**src/rtl/muldiv_unit.sv**
```systemverilog
// muldiv_unit: iterative MIPS32 multiply/divide unit with HI/LO registers.
// Optional MULDIV_FAST_MUL_EN: single-cycle multiplier for MULT/MULTU.
module muldiv_unit (
    input  logic        clk,
    input  logic        reset,
    input  logic        start,
    input  logic [2:0]  op,
    input  logic [31:0] src1,
    input  logic [31:0] src2,
    input  logic        flush,
    output logic        busy,
    output logic        done,
    output logic [31:0] hi,
    output logic [31:0] lo
);

    typedef enum logic [1:0] {IDLE, RUN, FIX} state_t;

    state_t      state, state_nx;
    logic [4:0]  cnt;
    logic [63:0] p;
    logic [31:0] a;
    logic [31:0] raw;
    logic        isdiv, negres, negrem, dzero;

    logic        accept, is_md, is_sgn, is_dv, fast_mul;
    logic [31:0] mag1, mag2;
    logic [32:0] msum;
    logic [33:0] ddiff;
    logic [31:0] drem;
    logic [63:0] mulstep, divstep, pneg;
    logic [31:0] fix_hi, fix_lo;

    assign busy   = (state != IDLE);
    assign accept = start & ~flush & (state == IDLE);
    assign is_md  = ~op[2];
    assign is_sgn = ~op[0];
    assign is_dv  = op[1];
    assign mag1   = (is_sgn & src1[31]) ? (32'd0 - src1) : src1;
    assign mag2   = (is_sgn & src2[31]) ? (32'd0 - src2) : src2;

`ifdef MULDIV_FAST_MUL_EN
    assign fast_mul = is_md & ~is_dv;
`else
    assign fast_mul = 1'b0;
`endif

    // One shift-add or restoring-divide step on the shared 64-bit register
    always_comb begin
        msum    = {1'b0, p[63:32]} + {1'b0, (p[0] ? a : 32'd0)};
        mulstep = {msum, p[31:1]};
        ddiff   = {1'b0, p[63:32], p[31]} - {2'b00, a};
        drem    = ddiff[33] ? {p[62:32], p[31]} : ddiff[31:0];
        divstep = {drem, p[30:0], ~ddiff[33]};
    end

    // Sign correction and divide-by-zero override applied in FIX
    always_comb begin
        pneg = 64'd0 - p;
        if (!isdiv) begin
            fix_hi = negres ? pneg[63:32] : p[63:32];
            fix_lo = negres ? pneg[31:0] : p[31:0];
        end else if (dzero) begin
            fix_hi = raw;
            fix_lo = 32'hFFFF_FFFF;
        end else begin
            fix_hi = negrem ? (32'd0 - p[63:32]) : p[63:32];
            fix_lo = negres ? (32'd0 - p[31:0]) : p[31:0];
        end
    end

    // State register
    always_ff @(posedge clk) begin
        if (reset) state <= IDLE;
        else       state <= state_nx;
    end

    // Next-state logic; flush overrides everything but reset
    always_comb begin
        state_nx = state;
        unique case (state)
            IDLE: if (accept && is_md) state_nx = fast_mul ? FIX : RUN;
            RUN:  if (cnt == 5'd31) state_nx = FIX;
            FIX:  state_nx = IDLE;
            default: state_nx = IDLE;
        endcase
        if (flush) state_nx = IDLE;
    end

    // Operand latch, iteration datapath, HI/LO writes and done pulse
    always_ff @(posedge clk) begin
        if (reset) begin
            cnt    <= 5'd0;
            p      <= 64'd0;
            a      <= 32'd0;
            raw    <= 32'd0;
            isdiv  <= 1'b0;
            negres <= 1'b0;
            negrem <= 1'b0;
            dzero  <= 1'b0;
            hi     <= 32'd0;
            lo     <= 32'd0;
            done   <= 1'b0;
        end else begin
            done <= 1'b0;
            unique case (state)
                IDLE: begin
                    if (accept && is_md) begin
                        a      <= mag2;
                        raw    <= src1;
                        isdiv  <= is_dv;
                        negres <= is_sgn & (src1[31] ^ src2[31]);
                        negrem <= is_sgn & src1[31];
                        dzero  <= (src2 == 32'd0);
                        cnt    <= 5'd0;
                        p      <= {32'd0, mag1};
`ifdef MULDIV_FAST_MUL_EN
                        if (fast_mul)
                            p <= {32'd0, mag1} * {32'd0, mag2};
`endif
                    end else if (accept && op == 3'b100) begin
                        hi <= src1;
                    end else if (accept && op == 3'b101) begin
                        lo <= src1;
                    end
                end
                RUN: begin
                    cnt <= cnt + 5'd1;
                    p   <= isdiv ? divstep : mulstep;
                end
                FIX: begin
                    if (!flush) begin
                        hi   <= fix_hi;
                        lo   <= fix_lo;
                        done <= 1'b1;
                    end
                end
                default: ;
            endcase
        end
    end

endmodule

```
**config.mk**
```make
export PLATFORM = sky130hd
export DESIGN_NAME = muldiv_unit
export DESIGN_NICKNAME = d
export VERILOG_FILES = /design/src/rtl/muldiv_unit.sv
export SDC_FILE = /design/constraint.sdc
export NUM_CORES = 1
export LEC_CHECK = 0
export ABC_CLOCK_PERIOD_IN_PS = 5700
export CORE_ASPECT_RATIO = 2
export CORE_MARGIN = 5
export CORE_UTILIZATION = 25
export CTS_CLUSTER_SIZE = 28
export DETAILED_ROUTE_END_ITERATION = 16
export PLACE_DENSITY_LB_ADDON = 0.08
export SYNTH_ARGS = -nofsm -noshare
export SYNTH_HDL_FRONTEND = slang
export SYNTH_SLANG_ARGS = --single-unit
```
**constraint.sdc**
```tcl
create_clock -name clk -period 5.7 [get_ports clk]
set_input_delay 1.14 -clock clk [delete_from_list [all_inputs] [get_ports clk]]
set_output_delay 1.14 -clock clk [all_outputs]
set_load 0.1 [all_outputs]
```
==> results.md <==
- The number of cells upsized or downsized after cts is 0.
- The count of final max-slew check failures is 0.
- The internal reg-to-reg setup slack is 1.29 ns.
- Across the VDD grid, the largest voltage drop is approximately 0.00016 V.
- The post-layout minimum cycle time is approximately 4.4 ns.
- The starting utilization of the core area is 25.07%.
- The routed design has 73540 µm of wire.
- In this run the power density over the cells is 220.3 nW/µm².
- The total leakage power is 7.005 nW.
- When the netlist entered floorplanning its net count stood at 2288.
- The worst-path maximum fanout is 15.
- The CTS tree is yes.
- The final number of hold-violating endpoints is 0.
- The commonest non-fill, non-tap cell in the layout is nand2_1.
- The path class of the tightest hold or removal check is register to register.
- Dividing the synthesized area by the synthesized cell count gives 7.433 µm².
- The number of synthesized flops with an enable pin is 0.
- The worst hold endpoint is lo[5].
- The post-CTS clock slew at the launch and capture registers of the worst setup and hold paths is 0.07 ns.
- The worst register-to-register path has a depth of 14.
- Using the TritonRoute via totals, the vias-per-cell ratio works out to 5.459.
- The initial antenna violation count is 0.
- Setup repair after global routing left no endpoint under its margin.
- The area inside the core boundary is 63600 µm².
- The clock latency at the later pin of the worst-skew pair is 0.58 ns.
- The wire length of the first global-routing pass is 108700 µm.
- The leading register cell type out of synthesis is dfxtp_1.
- The required time of the worst setup path is approximately 6.2 ns.
- The switching power is between 1 and 1.5 mW.
- Dividing the final minimum period by the clock period gives 77.34%.
- The combinational share of power is 19.6%.
- The total congestion overflow is 0.
- The filler cells instantiated in the layout total 6946.
- The internal power summed over all cells is 2.855 mW.
- Of the total power, the clock network draws between 40% and 50%.
- The via count of the first global-routing pass is 16920.
- At the end of the flow, the number of nets in the layout was ~2300.
- Summing all non-filler instances in the final layout gives an area of 18980 µm².
- The post-cts hold buffer count is 0.
- The setup path with the least slack is of type register to register.
- Cells with a size suffix above 1 make up 6.389% of the layout.
- Counting flops with an async set or reset pin after synthesis yields a share of 0%.
- The reg-to-reg endpoint is p[62].
- The kind of start point of the critical path is a register.
- Sequential cells were found to cover 25.61% of the synthesized design area.
- Dividing the detail-routed wire length by the instance count gives 24.47 µm.
- The total die area is 69230 µm².
- In this run the critical register-to-register path is launched from p[0].
- Once the clock tree was built, the setup fixing pass inserted 0 buffers.
- The H-tree depth reported by CTS is 1.
- The cell chosen for the clock root is clkbuf_16.
- STA classifies the critical path endpoint as a register.
- The synthesized area is 15940 µm².
- The DRC marker count from the first detailed-route iteration is 794.
- For the pin with the worst max-slew slack, the measured transition is 1.122 ns.
- The antenna diode instance count is 0.
- Setup violations remaining at the end of the flow were counted as 0.
- The total of warnings raised by yosys is 0.
- The number of search-and-repair iterations in the first detailed-routing pass is 5.
- The headroom to the max-slew limit is 24.95%.
- The die is 367.1 µm tall.
- The chip width is 188.6 µm.
- The via total after detailed routing is approximately 16000.
- The total cell area at the placement stage is 18060 µm².
- Registers are responsible for 36.3% of the overall power.
- The wire-length estimate of the detail-placed layout is between 50000 and 60000 µm.
- The clock passes through at most 3 buffers.
- The switching portion of total power is 31.72%.
- Entering global routing, the biggest net connects 71 pins.
- The number of sinks on the clock net is just over 200.
- For the final routed database, the setup TNS stands at 0 ns.
- In the layout the commonest cells are nand2_1, nor2_1, dfxtp_1.
- The total of flip-flops plus latches after synthesis is 204.
- On the final layout, the worst clock skew is 0.02522 ns.
- The synthesis-to-finish area growth is 19.03%.
- During placement, the flow inserted port buffers numbering roughly 140.
- The number of rows created at floorplan is ~130.
- Ranked by total cell area, the synthesized netlist is headed by dfxtp_1, a21oi_1, xnor2_1.
- The arrival time reported for the critical path endpoint is 4.87 ns.
- dfxtp_1 takes more of the synthesized area than any other cell.
- Based on the critical path, the design can be clocked at up to 226.8 MHz.
- In the global route stage, overall resource usage came out at between 20% and 30%.
- The startpoint of the most critical hold path is lo[5].
- The post-detailed-route DRC marker count is 0.
- The max capacitance violation total is 0.
- The number of routed nets with antenna violations is 0.
- The cell count after synthesis is ~2100.
- The run finished with clean final reports.
- The number of distinct library cell variants in the gate-level netlist after synthesis is 80.
- During I/O placement, the number of pins put on the boundary was between 100 and 150.
- The share of Yosys cell area claimed by the top area cell type is 25.61%.
- The congestion estimate from routability-driven global placement came to 0.8676.
- The number of buffers created by CTS is 25.
- The worst hold path passes through 2 cells.
==> routing by layer <==
metal / track usage (%) / wire, µm / vias to the layer above
met2: 40.13 / 39930 / 406
met1: 19.81 / 25360 / 7954
met4: 14.21 / 6122 / 0
met3: 2.149 / 2126 / 163
met5: 0 / 0 / -
li1: - / - / 7882
==> registers in the layout, summed over array words and instances (netlist names), 2 cells and up <==
register and flops:
p 64, raw 32, lo 32, a 32
cnt 5, hi 32, state 2
==> power by group through the flow <==
stage	clock, mW	combinational, mW	sequential (mW)
floorplan	0	0.483	1.57
global placement	0	0.825	1.55
detailed placement	0	0.825	1.55
CTS	1.91	0.829	1.52
global route	1.96	0.885	1.52
finish	1.85	0.818	1.52
==> final cells by class <==
type                            count  area, µm²  area share, %
Clock buffer                       31      698.2          3.679
Clock inverter                     15      217.7          1.147
Inverter                           61      229.0          1.206
Multi-Input combinational cell   1706      10980          57.85
Sequential cell                   204       4089          21.55
Tap cell                          798      998.5          5.261
Timing Repair Buffer              190       1768          9.316
==> kinds of logic (layout without fill, tap and decap cells) <==
family                   count (synthesis)  in the layout  synth area share [%]
XOR/XNOR                               165            165                 9.064
AND/OR/NAND/NOR                        700            700                 20.40
buffers and inverters                  235            297                 5.854
adder cells (fa/ha/maj)                 72             72                 5.744
flip-flops                             204            204                 25.61
AO/OA/AOI/OAI                          702            702                 29.07
multiplexers                            67             67                 4.245
==> worst max-delay path, stage by stage, from the launching register on <==
cell and delay, ns:
dfxtp_1 0.31, inv_1 0.55, buf_4 0.29, nor2_1 0.05
ha_1 0.36, a21o_1 0.20, a21o_1 0.18, a21oi_1 0.16
o22ai_1 0.13, a2111oi_2 0.81, a21oi_1 0.26, o31ai_1 0.41
mux2i_1 0.13, or3_1 0.33, o211a_1 0.12
==> Yosys cell counts (16+ instances only) <==
library cell,number
a311oi_1,18
clkbuf_1,148
nor2_1,229
nand4_1,19
dfxtp_1,204
o31ai_1,26
or3_1,20
a21oi_1,200
nand3_1,22
o221ai_1,39
inv_1,61
xnor2_1,110
o21ai_0,125
nor4_1,16
or4_1,16
xor2_1,55
nor3_1,44
mux2i_1,62
nand2b_1,24
ha_1,70
nand2_1,235
o211ai_1,24
a211oi_1,105
a21o_1,57
==> through the flow <==
stage          util (%)  setup WS [ns]  power (mW)  hold slack (ns)  std cells
2_1_floorplan         -          2.135       2.052           0.4319       2145
3_3_place_gp      28.40          1.183       2.375           0.4421       2959
3_5_place_dp      28.40          1.200       2.375           0.4442       2959
4_1_cts           29.84          1.175       4.260           0.4548       3005
5_1_grt           29.84          1.045       4.367           0.4710       3005
6_report          29.84          1.292       4.181           0.4529       3005
==> how the worst max path moves through the flow <==
stage                     startpoint    end  cells past startpoint
after detailed placement        p[0]  p[62]                     13
after global routing            p[0]  p[62]                     13
after floorplan              src2[0]  a[27]                      9
after global placement          p[0]  p[62]                     13
after CTS                       p[0]  p[62]                     13
final                           p[0]  p[62]                     14
No activity file was read; power rests on OpenSTA's default activity.
